--- src/rtl/bp_cfg_link_pkg.sv ---
// Shared definitions for the cfg-link slave: register map constants, FSM states
// and the address decode classes.
package bp_cfg_link_pkg;

  localparam logic [15:0] CFG_ADDR_CLK_OSC  = 16'h0000;
  localparam logic [15:0] CFG_ADDR_RESET    = 16'h0001;
  localparam logic [15:0] CFG_ADDR_FREEZE   = 16'h0002;
  localparam logic [15:0] CFG_ADDR_PC_LO    = 16'h0040;
  localparam logic [15:0] CFG_ADDR_PC_HI    = 16'h0041;
  localparam logic [15:0] CFG_ADDR_CCE_MODE = 16'h0060;
  localparam logic [15:0] CFG_ADDR_UCODE    = 16'h8000;

  typedef enum logic [1:0] {
    e_idle,
    e_ureq,
    e_uresp,
    e_resp
  } bp_cfg_state_e;

  typedef enum logic [2:0] {
    e_dec_clk_osc,
    e_dec_reset,
    e_dec_freeze,
    e_dec_pc_lo,
    e_dec_pc_hi,
    e_dec_cce_mode,
    e_dec_ucode,
    e_dec_unmapped
  } bp_cfg_dec_e;

endpackage

--- src/rtl/bp_cfg_addr_decode.sv ---
// Combinational cfg address decode: classifies an address as a register, a
// ucode entry (with its offset) or unmapped.
module bp_cfg_addr_decode
  import bp_cfg_link_pkg::*;
#(
  parameter int cfg_addr_width_p   = 16,
  parameter int ucode_addr_width_p = 8
) (
  input  logic [cfg_addr_width_p-1:0]   i_addr,
  output bp_cfg_dec_e                   o_class,
  output logic [ucode_addr_width_p-1:0] o_ucode_off
);

  logic [cfg_addr_width_p-1:0] w_uoff;
  logic                        w_ucode_hit;

  // A ucode hit needs the address at or above the window base and every offset
  // bit above the entry index clear; anything past the window is unmapped.
  assign w_uoff      = i_addr - cfg_addr_width_p'(CFG_ADDR_UCODE);
  assign w_ucode_hit = (i_addr >= cfg_addr_width_p'(CFG_ADDR_UCODE))
                    && (w_uoff[cfg_addr_width_p-1:ucode_addr_width_p] == '0);
  assign o_ucode_off = w_uoff[ucode_addr_width_p-1:0];

  always_comb begin
    o_class = e_dec_unmapped;
    if (w_ucode_hit) begin
      o_class = e_dec_ucode;
    end else begin
      case (i_addr)
        cfg_addr_width_p'(CFG_ADDR_CLK_OSC):  o_class = e_dec_clk_osc;
        cfg_addr_width_p'(CFG_ADDR_RESET):    o_class = e_dec_reset;
        cfg_addr_width_p'(CFG_ADDR_FREEZE):   o_class = e_dec_freeze;
        cfg_addr_width_p'(CFG_ADDR_PC_LO):    o_class = e_dec_pc_lo;
        cfg_addr_width_p'(CFG_ADDR_PC_HI):    o_class = e_dec_pc_hi;
        cfg_addr_width_p'(CFG_ADDR_CCE_MODE): o_class = e_dec_cce_mode;
        default:                              o_class = e_dec_unmapped;
      endcase
    end
  end

endmodule

--- src/rtl/bp_cfg_node.sv ---
// Config-link slave for a tile: per-core reset/freeze, boot PC and CCE mode
// registers with read-back, plus a handshaked forwarding port for CCE ucode.
module bp_cfg_node
  import bp_cfg_link_pkg::*;
#(
  parameter int num_core_p         = 1,
  parameter int vaddr_width_p      = 39,
  parameter int cfg_addr_width_p   = 16,
  parameter int cfg_data_width_p   = 32,
  parameter int ucode_addr_width_p = 8,
  parameter int ucode_data_width_p = 32,
  parameter int cce_mode_width_p   = 1
) (
  input  logic                          clk_i,
  input  logic                          reset_i,
  input  logic                          cfg_v_i,
  input  logic                          cfg_w_i,
  input  logic [cfg_addr_width_p-1:0]   cfg_addr_i,
  input  logic [cfg_data_width_p-1:0]   cfg_data_i,
  output logic                          cfg_ready_o,
  output logic                          cfg_v_o,
  output logic [cfg_data_width_p-1:0]   cfg_data_o,
  input  logic                          cfg_ready_i,
  output logic [num_core_p-1:0]         core_reset_o,
  output logic [num_core_p-1:0]         freeze_o,
  output logic [vaddr_width_p-1:0]      start_pc_o,
  output logic [cce_mode_width_p-1:0]   cce_mode_o,
  output logic                          ucode_v_o,
  output logic                          ucode_w_o,
  output logic [ucode_addr_width_p-1:0] ucode_addr_o,
  output logic [ucode_data_width_p-1:0] ucode_data_o,
  input  logic                          ucode_ready_i,
  input  logic                          ucode_v_i,
  input  logic [ucode_data_width_p-1:0] ucode_data_i
);

  bp_cfg_state_e                 r_state;
  logic [cfg_data_width_p-1:0]   r_clk_osc;
  logic [num_core_p-1:0]         r_core_reset;
  logic [num_core_p-1:0]         r_freeze;
  logic [vaddr_width_p-1:0]      r_start_pc;
  logic [cce_mode_width_p-1:0]   r_cce_mode;
  logic                          r_cfg_ready;
  logic                          r_cfg_v;
  logic [cfg_data_width_p-1:0]   r_cfg_data;
  logic                          r_ucode_v;
  logic                          r_ucode_w;
  logic [ucode_addr_width_p-1:0] r_ucode_addr;
  logic [ucode_data_width_p-1:0] r_ucode_data;

  bp_cfg_dec_e                   w_class;
  logic [ucode_addr_width_p-1:0] w_uoff;
  logic [cfg_data_width_p-1:0]   w_rd_data;

  bp_cfg_addr_decode #(
    .cfg_addr_width_p  (cfg_addr_width_p),
    .ucode_addr_width_p(ucode_addr_width_p)
  ) u_decode (
    .i_addr     (cfg_addr_i),
    .o_class    (w_class),
    .o_ucode_off(w_uoff)
  );

  // Register read-back, zero-extended to the link width; unmapped reads give 0.
  always_comb begin
    w_rd_data = '0;
    case (w_class)
      e_dec_clk_osc:  w_rd_data = r_clk_osc;
      e_dec_reset:    w_rd_data = cfg_data_width_p'(r_core_reset);
      e_dec_freeze:   w_rd_data = cfg_data_width_p'(r_freeze);
      e_dec_pc_lo:    w_rd_data = cfg_data_width_p'(r_start_pc[31:0]);
      e_dec_pc_hi:    w_rd_data = cfg_data_width_p'(r_start_pc[vaddr_width_p-1:32]);
      e_dec_cce_mode: w_rd_data = cfg_data_width_p'(r_cce_mode);
      default:        w_rd_data = '0;
    endcase
  end

  always_ff @(posedge clk_i or posedge reset_i) begin
    if (reset_i) begin
      r_state      <= e_idle;
      r_clk_osc    <= '0;
      r_core_reset <= '1;
      r_freeze     <= '1;
      r_start_pc   <= '0;
      r_cce_mode   <= '0;
      r_cfg_ready  <= 1'b1;
      r_cfg_v      <= 1'b0;
      r_cfg_data   <= '0;
      r_ucode_v    <= 1'b0;
      r_ucode_w    <= 1'b0;
      r_ucode_addr <= '0;
      r_ucode_data <= '0;
    end else begin
      case (r_state)
        e_idle: begin
          if (cfg_v_i) begin
            if (w_class == e_dec_ucode) begin
              r_state      <= e_ureq;
              r_cfg_ready  <= 1'b0;
              r_ucode_v    <= 1'b1;
              r_ucode_w    <= cfg_w_i;
              r_ucode_addr <= w_uoff;
              r_ucode_data <= cfg_data_i[ucode_data_width_p-1:0];
            end else if (cfg_w_i) begin
              case (w_class)
                e_dec_clk_osc:  r_clk_osc    <= cfg_data_i;
                e_dec_reset:    r_core_reset <= cfg_data_i[num_core_p-1:0];
                e_dec_freeze:   r_freeze     <= cfg_data_i[num_core_p-1:0];
                e_dec_pc_lo:    r_start_pc[31:0] <= cfg_data_i[31:0];
                e_dec_pc_hi:    r_start_pc[vaddr_width_p-1:32] <= cfg_data_i[vaddr_width_p-33:0];
                e_dec_cce_mode: r_cce_mode   <= cfg_data_i[cce_mode_width_p-1:0];
                default:        ;
              endcase
            end else begin
              r_state     <= e_resp;
              r_cfg_ready <= 1'b0;
              r_cfg_v     <= 1'b1;
              r_cfg_data  <= w_rd_data;
            end
          end
        end
        e_ureq: begin
          if (ucode_ready_i) begin
            r_ucode_v <= 1'b0;
            if (r_ucode_w) begin
              r_state     <= e_idle;
              r_cfg_ready <= 1'b1;
            end else begin
              r_state <= e_uresp;
            end
          end
        end
        e_uresp: begin
          if (ucode_v_i) begin
            r_state    <= e_resp;
            r_cfg_v    <= 1'b1;
            r_cfg_data <= cfg_data_width_p'(ucode_data_i);
          end
        end
        e_resp: begin
          if (cfg_ready_i) begin
            r_state     <= e_idle;
            r_cfg_v     <= 1'b0;
            r_cfg_ready <= 1'b1;
          end
        end
        default: begin
          r_state     <= e_idle;
          r_cfg_ready <= 1'b1;
          r_cfg_v     <= 1'b0;
          r_ucode_v   <= 1'b0;
        end
      endcase
    end
  end

  assign cfg_ready_o  = r_cfg_ready;
  assign cfg_v_o      = r_cfg_v;
  assign cfg_data_o   = r_cfg_data;
  assign core_reset_o = r_core_reset;
  assign freeze_o     = r_freeze;
  assign start_pc_o   = r_start_pc;
  assign cce_mode_o   = r_cce_mode;
  assign ucode_v_o    = r_ucode_v;
  assign ucode_w_o    = r_ucode_w;
  assign ucode_addr_o = r_ucode_addr;
  assign ucode_data_o = r_ucode_data;

endmodule

--- config.mk ---
export PLATFORM = sky130hd
export DESIGN_NAME = bp_cfg_node
export DESIGN_NICKNAME = d
export VERILOG_FILES = /design/src/rtl/bp_cfg_link_pkg.sv /design/src/rtl/bp_cfg_addr_decode.sv /design/src/rtl/bp_cfg_node.sv
export SDC_FILE = /design/constraint.sdc
export NUM_CORES = 1
export LEC_CHECK = 0
export ABC_AREA = 1
export CAP_MARGIN = 10
export CORE_MARGIN = 2
export CORE_UTILIZATION = 39
export DETAILED_ROUTE_END_ITERATION = 7
export PLACE_DENSITY = 0.71
export SYNTH_ARGS = -nofsm -noshare
export SYNTH_HDL_FRONTEND = slang
export SYNTH_SLANG_ARGS = --single-unit
--- constraint.sdc ---
create_clock -name clk_i -period 4.3 [get_ports clk_i]
set_clock_uncertainty 0.15 [all_clocks]
set_input_delay 0.43 -clock clk_i [delete_from_list [all_inputs] [get_ports clk_i]]
set_output_delay 0.43 -clock clk_i [all_outputs]
set_load 0.01 [all_outputs]
# Word-level counts from Yosys, hierarchy flattened
# Index checks and enable logic that the tools add are counted.
# Widths: inputs -> output; s select.
# op_classes
n_reduce_logical,21
order_cmp,1
n_mul,0
n_eq_ne,23
n_addsub,1
muxes,33
div_mod_pow,0
bitwise,1
shifts,0
# op_table
operator,n
$pmux 32 s6,1
$mux 32,4
$pmux 32 s2,1
$eq 16x7->1 const B,3
$reduce_and 5->1,8
$pmux 3 s6,1
$eq 16x1->1 const B,1
$eq 16x2->1 const B,1
$ge 16x16->1 const B,1
$logic_not 16->1,1
$ne 2x2->1 const B,8
$sub 16x16->16 const B,1
$mux 1,14
$mux 2,7
$reduce_and 6->1,2
$eq 3x3->1 const B,3
$logic_not 8->1,1
$pmux 2 s4,1
$eq 3x2->1 const B,2
$pmux 1 s3,2
$reduce_bool 3->1,2
$eq 2x2->1 const B,2
$reduce_and 4->1,1
$reduce_bool 2->1,2
other kinds (10),10
# word_totals
out_inout_bits,118
word_cells,94
latch_bits,0
register_bits,152
mem_count,0
romBits,0
inputBits,87
ram_bits,0

# Longest topological paths before layout
# Gate-level depths: netlist of run 1.
# logic_depth
depth_word,10
ltp_mapped,12
ltp_nobuf,12

# By module
# Synthesis of run 1 repeated with hierarchy kept, for this count alone.
# hier_totals
cells_unflattened,845
hier_area_um2,7028.0
# by_module_without_submodules
module,n_inst,seq_area_each_um2,area_each_um2,cells_each
bp_cfg_node,1,3807.4,6712.7,790
bp_cfg_addr_decode,1,0.0,315.3,55

# Worst setup path after synthesis of run 1
# OpenSTA, ideal clock, no wires.
# synth_timing
kind,in2reg
from,in cfg_addr_i[11]
to,reg r_start_pc[24] (netlist: start_pc_o[24])
required_ns,4.020
path_slack_ns,2.461
cell_stages,11
setup_time_ns,0.130
n_path_buf,3
arrival_ns,1.559
path_cell_list,nor2_1 nand2_1 nor4_4 nor2_1 nand2_1 buf_4 nor2_4 buf_6 buf_4 nand2_1 o21ai_1
# synth_via
elab_chain_len,7
elab_cells_between_ends,16
cone_classes,1 x add/sub; 1 x order compare; 7 x eq/ne; 2 x mux; 1 x bitwise; 4 x reduce/logical
# synth_rtl
item,line_no,text
"start, declared",bp_cfg_node.sv:18,"input logic [cfg_addr_width_p-1:0] cfg_addr_i,"
$sub 16x16->16,bp_cfg_addr_decode.sv:19,assign w_uoff = i_addr - cfg_addr_width_p'(CFG_ADDR_UCODE);
$logic_not 8->1,bp_cfg_addr_decode.sv:21,&& (w_uoff[cfg_addr_width_p-1:ucode_addr_width_p] == '0);
$logic_and 1x1->1,bp_cfg_addr_decode.sv:21,
$mux 3 (*),bp_cfg_addr_decode.sv:26,if (w_ucode_hit) begin
$eq 3x3->1,bp_cfg_node.sv:97,if (w_class == e_dec_ucode) begin
$not 1->1 (no source line),--,
$reduce_and 5->1 (no source line) (*),--,
"end signal, assigned",bp_cfg_node.sv:109,e_dec_pc_lo: r_start_pc[31:0] <= cfg_data_i[31:0];
"end signal, assigned by index",bp_cfg_node.sv:110,e_dec_pc_hi: r_start_pc[vaddr_width_p-1:32] <= cfg_data_i[vaddr_width_p-33:0];
"end, declared",bp_cfg_node.sv:41,logic [vaddr_width_p-1:0] r_start_pc;
# Mark *: on every way between the ends. The rest lies on a longest branch, timed or not.
# A chain may end at the register's enable or synchronous reset.

# Worst setup path after layout of run 1
# layout_timing
from,in cfg_addr_i[11]
to,reg r_start_pc[23] (netlist: start_pc_o[23])
# Same word-level chain as after synthesis.

==> results.cfg, run 1 <==
[status]
status = finished clean

[synth]
synthMuxAreaShare = 0
yosysTopAreaCell = dfrtp_1
synth_most_common_cell = nand2_1
syn_avg_cell_area_um2 = 7.81
ys_top_cells_by_count = nand2_1 (443), dfrtp_1 (149), inv_1 (68)
synth-seq-cells = 152
synth-simple-area-share = 0.289
synthTopCellsByArea = dfrtp_1 (54%), nand2_1 (24%), o21ai_0 (3.8%)
synth_top_family_by_area = simple AND/OR/NAND/NOR gates
synthAdderAreaFrac = 0
seq_area_frac_synth = 0.552
synth.distinct_cells = 22
ys_warn_count = 0
synth_xor_area_frac = 0
ys_async_sr_fraction = 1.00
synth_edf_count = 0
synth-compound-area-share = 0.0844
synthCells = 883
synth_ff_type = dfrtp_1
syn_nets = 970
yosysTopAreaCellShare = 0.541
synth_area_mm2 = 0.00690

[clock_network]
hold_buffers = 0
cts_max_path_buffers = 2
clk_latency_ps = 430
h-tree-depth = 4
clkTransAtPathRegs_ps = 60
cts.sinks = 152
cts_resized = 0
cts_tree = done
postCtsSetupBuffers = 0
cts_buffers = 17
cts_root_buffer = clkbuf_16

[cells_and_area]
num-fill-cells = 1651
drive_gt1_frac = 0.0570
nets = 1161
antenna_cells = 0
syn_to_final_growth_pct = 40.7

[critical_path]
critPathTopFamily = simple AND/OR/NAND/NOR gates
crit_fanout = 40
cp_slowest_cell = buf_4
crit_chain = clkdlybuf4s50_1 > nor2_1 > nand2_1 > nor2_4 > nand2_2 > buf_4 > nor2_4 > buf_4 > nand2_1 > o21ai_1
worst-path-buf-inv = 3
arrival_ps = 2870
criticalPathCategory = in2reg
worstPathRequired_ps = 4490
crit_path_start_kind = primary input
cp-end-kind = register
critPathMaxStageDelay_ps = 450

[timing]
layout_setup_ws_ps = 1630
setup_viol = 0
timing.hold.ws_ps = 316
finalSetupTns_ps = 0
slew_violations = 0
min_period_ps = 2670
worst_pin_slew_ps = 799
fin_crit_sh = 0.622
hold_viol = 0
fmax_ghz = 0.374
rsz0062_at_grt = no
slew_headroom = 0.467

[pwr]
p_per_area_mw_per_mm2 = 428
vdd_drop_max_v = 0.000343
total_power_mw = 4.15
power_leakage_nw = 4.91

[place]
dp_hpwl_um = 14300
place_ws_ps = 1190
routabilityCongestion = 0.808
numPortBuffers = 204

[floorplan]
die_h_um = 137
core_area_mm2 = 0.0173
rows = 48
dieArea_mm2 = 0.0188
dieWidth_um = 137
start_util = 0.399
io_pins = 205

[drt]
drc = 0
drt-met1-wl_um = 8560
highest-signal-layer = met4
wl_met3_um = 1800
drtIter0Drc = 354
dr_wl_met2_um = 9670
wl_per_cell_um = 15.4
routed_via_density = 4.78
vias = 6270
dr.pass1.iters = 4
antenna_left = 0
drt_wl_total_um = 20300

[global_routing]
grt_pass1_wl_um = 32300
grt_max_degree = 88
grt_overflow = 0
grt_usage = 0.225
antenna_found_initial = 0
grt_pass1_vias = 6093

[min_path]
hold_class = in2async

[flow_run]
drv_cap = 0
==> area by class of cell <==
| class | instances | area, um2 | share of cell area |
|---|---|---|---|
| Multi-Input combinational cell | 615 | 2580 | 0.266 |
| Tap cell | 225 | 282 | 0.0290 |
| Clock buffer | 20 | 457 | 0.0471 |
| Timing Repair Buffer | 214 | 2130 | 0.219 |
| Sequential cell | 152 | 3810 | 0.392 |
| Clock inverter | 12 | 163 | 0.0168 |
| Inverter | 74 | 282 | 0.0290 |
==> layer usage <==
layer	vias to the layer above	global-route usage
met5	-	0
met4	0	0.0567
met3	22	0.0748
met2	201	0.373
met1	2927	0.283
li1	3120	-
==> report_power, final <==
group	switching (mW)	internal, mW	total [mW]
Combinational	0.587	0.381	0.968
Sequential	0.0687	1.54	1.61
Clock	0.621	0.952	1.57
==> logic make-up (layout without fill, tap and decap cells) <==
group,count (synthesis),count (layout)
simple gates,505,505
flops,152,152
buf+inv,116,320
compound gates,110,110
==> path summary, 6_finish.rpt <==
path,from,slack [ps],to,cells after the start
max reg2reg,r_state[0]$_DFFE_PP0P_,1840,start_pc_o[23]$_DFFE_PP0P_,8
min reg2reg,ucode_data_o[24]$_DFFE_PP0P_,320,ucode_data_o[24]$_DFFE_PP0P_,2
min,reset_i,320,cfg_data_o[18]$_DFFE_PP0P_,2
min in group clk_i,ucode_data_o[24]$_DFFE_PP0P_,320,ucode_data_o[24]$_DFFE_PP0P_,2
max in group asynchronous,reset_i,2760,cfg_ready_o$_DFFE_PP1P_,3
max,cfg_addr_i[11],1630,start_pc_o[23]$_DFFE_PP0P_,10
==> per-stage QoR <==
step	utilization	instance area, um2	cells
global placement	0.525	9080	1280
floorplan	-	6900	883
global route	0.561	9700	1312
finish	0.561	9700	1312
detailed placement	0.525	9080	1280
CTS	0.561	9700	1312
==> registers in the layout, summed over array words and instances (netlist names) <==
name / flops
cce_mode_o: 1
cfg_data_o: 32
cfg_ready_o: 1
cfg_v_o: 1
core_reset_o: 1
freeze_o: 1
r_clk_osc: 32
r_state: 2
start_pc_o: 39
ucode_addr_o: 8
ucode_data_o: 32
ucode_v_o: 1
ucode_w_o: 1
==> cell usage in the layout (no fill, tap or decap) <==
cell type and instances:
buf_12 1, buf_4 9, bufinv_16 3, clkbuf_1 1
clkbuf_16 17, clkbuf_8 2, clkdlybuf4s50_1 204, clkinv_2 1
clkinv_4 2, clkinvlp_4 3, dfrtp_1 149, dfstp_2 3
inv_1 67, inv_2 6, inv_6 4, nand2_1 443
nand2_2 2, nand3_1 21, nand4_2 1, nor2_1 26
nor2_2 2, nor2_4 5, nor3_1 3, nor4_4 1
o21ai_0 53, o21ai_1 32, o22ai_1 25, or2_1 1
No activity file was read; power rests on OpenSTA's default activity.
==> inputs of run 2 (changes only) <==
Settings changed: PLACE_DENSITY 0.71 to 0.68.
Clock period 4.3 ns to 2.51 ns, I/O delays scaled along.
==> run 2 against run 1 <==
Register-to-register slack lost 1300 ps. Clock power grew 66%. Critical path depth grew 3. Sequential power grew 72%. Highest routed layer unchanged.
==> results.cfg, run 2 (same netlist as run 1, synthesis figures left out) <==
[global_routing]
grt_pass1_wl_um = 32200
grt_overflow = 0
antenna_found_initial = 0
grt_max_degree = 80
grt_pass1_vias = 6215
grt_usage = 0.224

[pwr]
switching_power_mw = 2.12
vdd_drop_max_v = 0.000550
power_leakage_nw = 4.96
power.share.clock = 0.369
p_per_area_mw_per_mm2 = 720
swShare = 0.301
pwr-share-seq = 0.392
p_int_mw = 4.94
p_comb_frac = 0.239

[timing]
worst_pin_slew_ps = 767
min_period_ps = 1940
rsz0062_at_grt = no
fin_crit_sh = 0.773
setup_viol = 0
finalSetupTns_ps = 0
hold_viol = 0
fmax_ghz = 0.516
slew_headroom = 0.489
slew_violations = 0

[critical_path]
crit_path_start_kind = primary input
crit_chain = clkdlybuf4s50_1 > nor2_1 > nand2_1 > nor2_1 > nand2_2 > buf_12 > inv_1 > nand2_1 > nand3_1 > nand2_1 > nand2_1 > nand2_1 > nand2_1
crit_top_cell = nand2_1
criticalPathCategory = in2reg
crit_fanout = 30
worst-path-buf-inv = 3
arrival_ps = 2150
setup.worst_path.start = cfg_addr_i[2]
cp_slowest_cell = clkdlybuf4s50_1
critPathMaxStageDelay_ps = 410
cp-end-kind = register
critPathTopFamily = simple AND/OR/NAND/NOR gates
r2r-start = r_state[0]$_DFFE_PP0P_
worstPathRequired_ps = 2720

[clock_network]
cts_resized = 0
cts_buffers = 17
hold_buffers = 0
cts_tree = done
h-tree-depth = 4
clk_latency_ps = 420
postCtsSetupBuffers = 0
cts.sinks = 152
cts_max_path_buffers = 2
clkTransAtPathRegs_ps = 60
cts_root_buffer = clkbuf_16

[place]
numPortBuffers = 204
dp_hpwl_um = 14600
placed_cell_area_mm2 = 0.00921
routabilityCongestion = 0.889

[min_path]
hold_class = in2async

[cells_and_area]
multi_input_area_mm2 = 0.00258
syn_to_final_growth_pct = 42.2
nets = 1168
seq_area_mm2 = 0.00381
fin_util = 0.567
drive_gt1_frac = 0.0603
largest_reg_flops = 39
final_cell_mix = nand2_1 (443), clkdlybuf4s50_1 (204), dfrtp_1 (149)
num-fill-cells = 1596
final_common_cell = nand2_1
antenna_cells = 0
fin_area_mm2 = 0.00980

[floorplan]
dieArea_mm2 = 0.0188
start_util = 0.399
io_pins = 205
rows = 48
dieWidth_um = 137
core_area_mm2 = 0.0173
die_h_um = 137

[drt]
vias = 6352
drtIter0Drc = 412
drt_wl_total_um = 20300
wl_per_cell_um = 15.4
routed_via_density = 4.82
antenna_left = 0
dr.pass1.iters = 5
drc = 0

[status]
status = finished clean

[flow_run]
drv_cap = 0
run 2: cell count changes in the layout (fill, tap and decap cells not counted), sizes merged:
cell / before / now
clkinvlp: 3 / 2
inv: 77 / 73
buf: 10 / 17
clkinv: 3 / 5
clkbuf: 20 / 23
run 2: cell type report:
class                      count  share of cell area
clock buffer                  23              0.0477
tap                          225              0.0287
inverter                      74              0.0287
clock inverter                 9              0.0125
timing repair buffer         221               0.230
sequential                   152               0.388
multi-input combinational    615               0.264
run 2: path summary, 6_finish.rpt:
path / slack [ps] / depth (start not counted) / end
max reg2reg: 590 / 8 / start_pc_o[32]$_DFFE_PP0P_
min: 160 / 3 / cfg_data_o[19]$_DFFE_PP0P_
min in group clk_i: 240 / 3 / ucode_addr_o[2]$_DFFE_PP0P_
max in group asynchronous: 1460 / 3 / ucode_data_o[12]$_DFFE_PP0P_
max: 570 / 13 / cfg_data_o[5]$_DFFE_PP0P_
min reg2reg: 320 / 2 / ucode_data_o[9]$_DFFE_PP0P_
run 2: power groups by stage:
stage,registers [mW],logic [mW],clock network [mW]
after detailed placement,2.81,1.70,0
after floorplan,2.86,0.875,0
after CTS,2.77,1.70,2.63
final,2.77,1.68,2.61
after global routing,2.79,1.88,2.75
after global placement,2.81,1.68,0
run 2: worst min-delay path: stages:
cell and delay, ps:
clkdlybuf4s50_1 440, clkinvlp_4 120, buf_4 310
run 2: routing by layer:
layer | up-vias | routed length [um] | GRT usage
li1 | 3131 | - | -
met1 | 2983 | 8520 | 0.277
met2 | 205 | 10000 | 0.383
met3 | 33 | 1460 | 0.0589
met4 | 0 | 367 | 0.0722
met5 | - | 0 | 0
run 2: metrics by stage:
step	instances	worst slack, ps	hold WS (ps)	power [mW]
final	1319	571	161	7.06
after global placement	1287	174	304	4.49
after floorplan	883	195	195	3.74
after global routing	1319	311	172	7.42
after detailed placement	1287	115	308	4.50
after CTS	1319	563	162	7.10
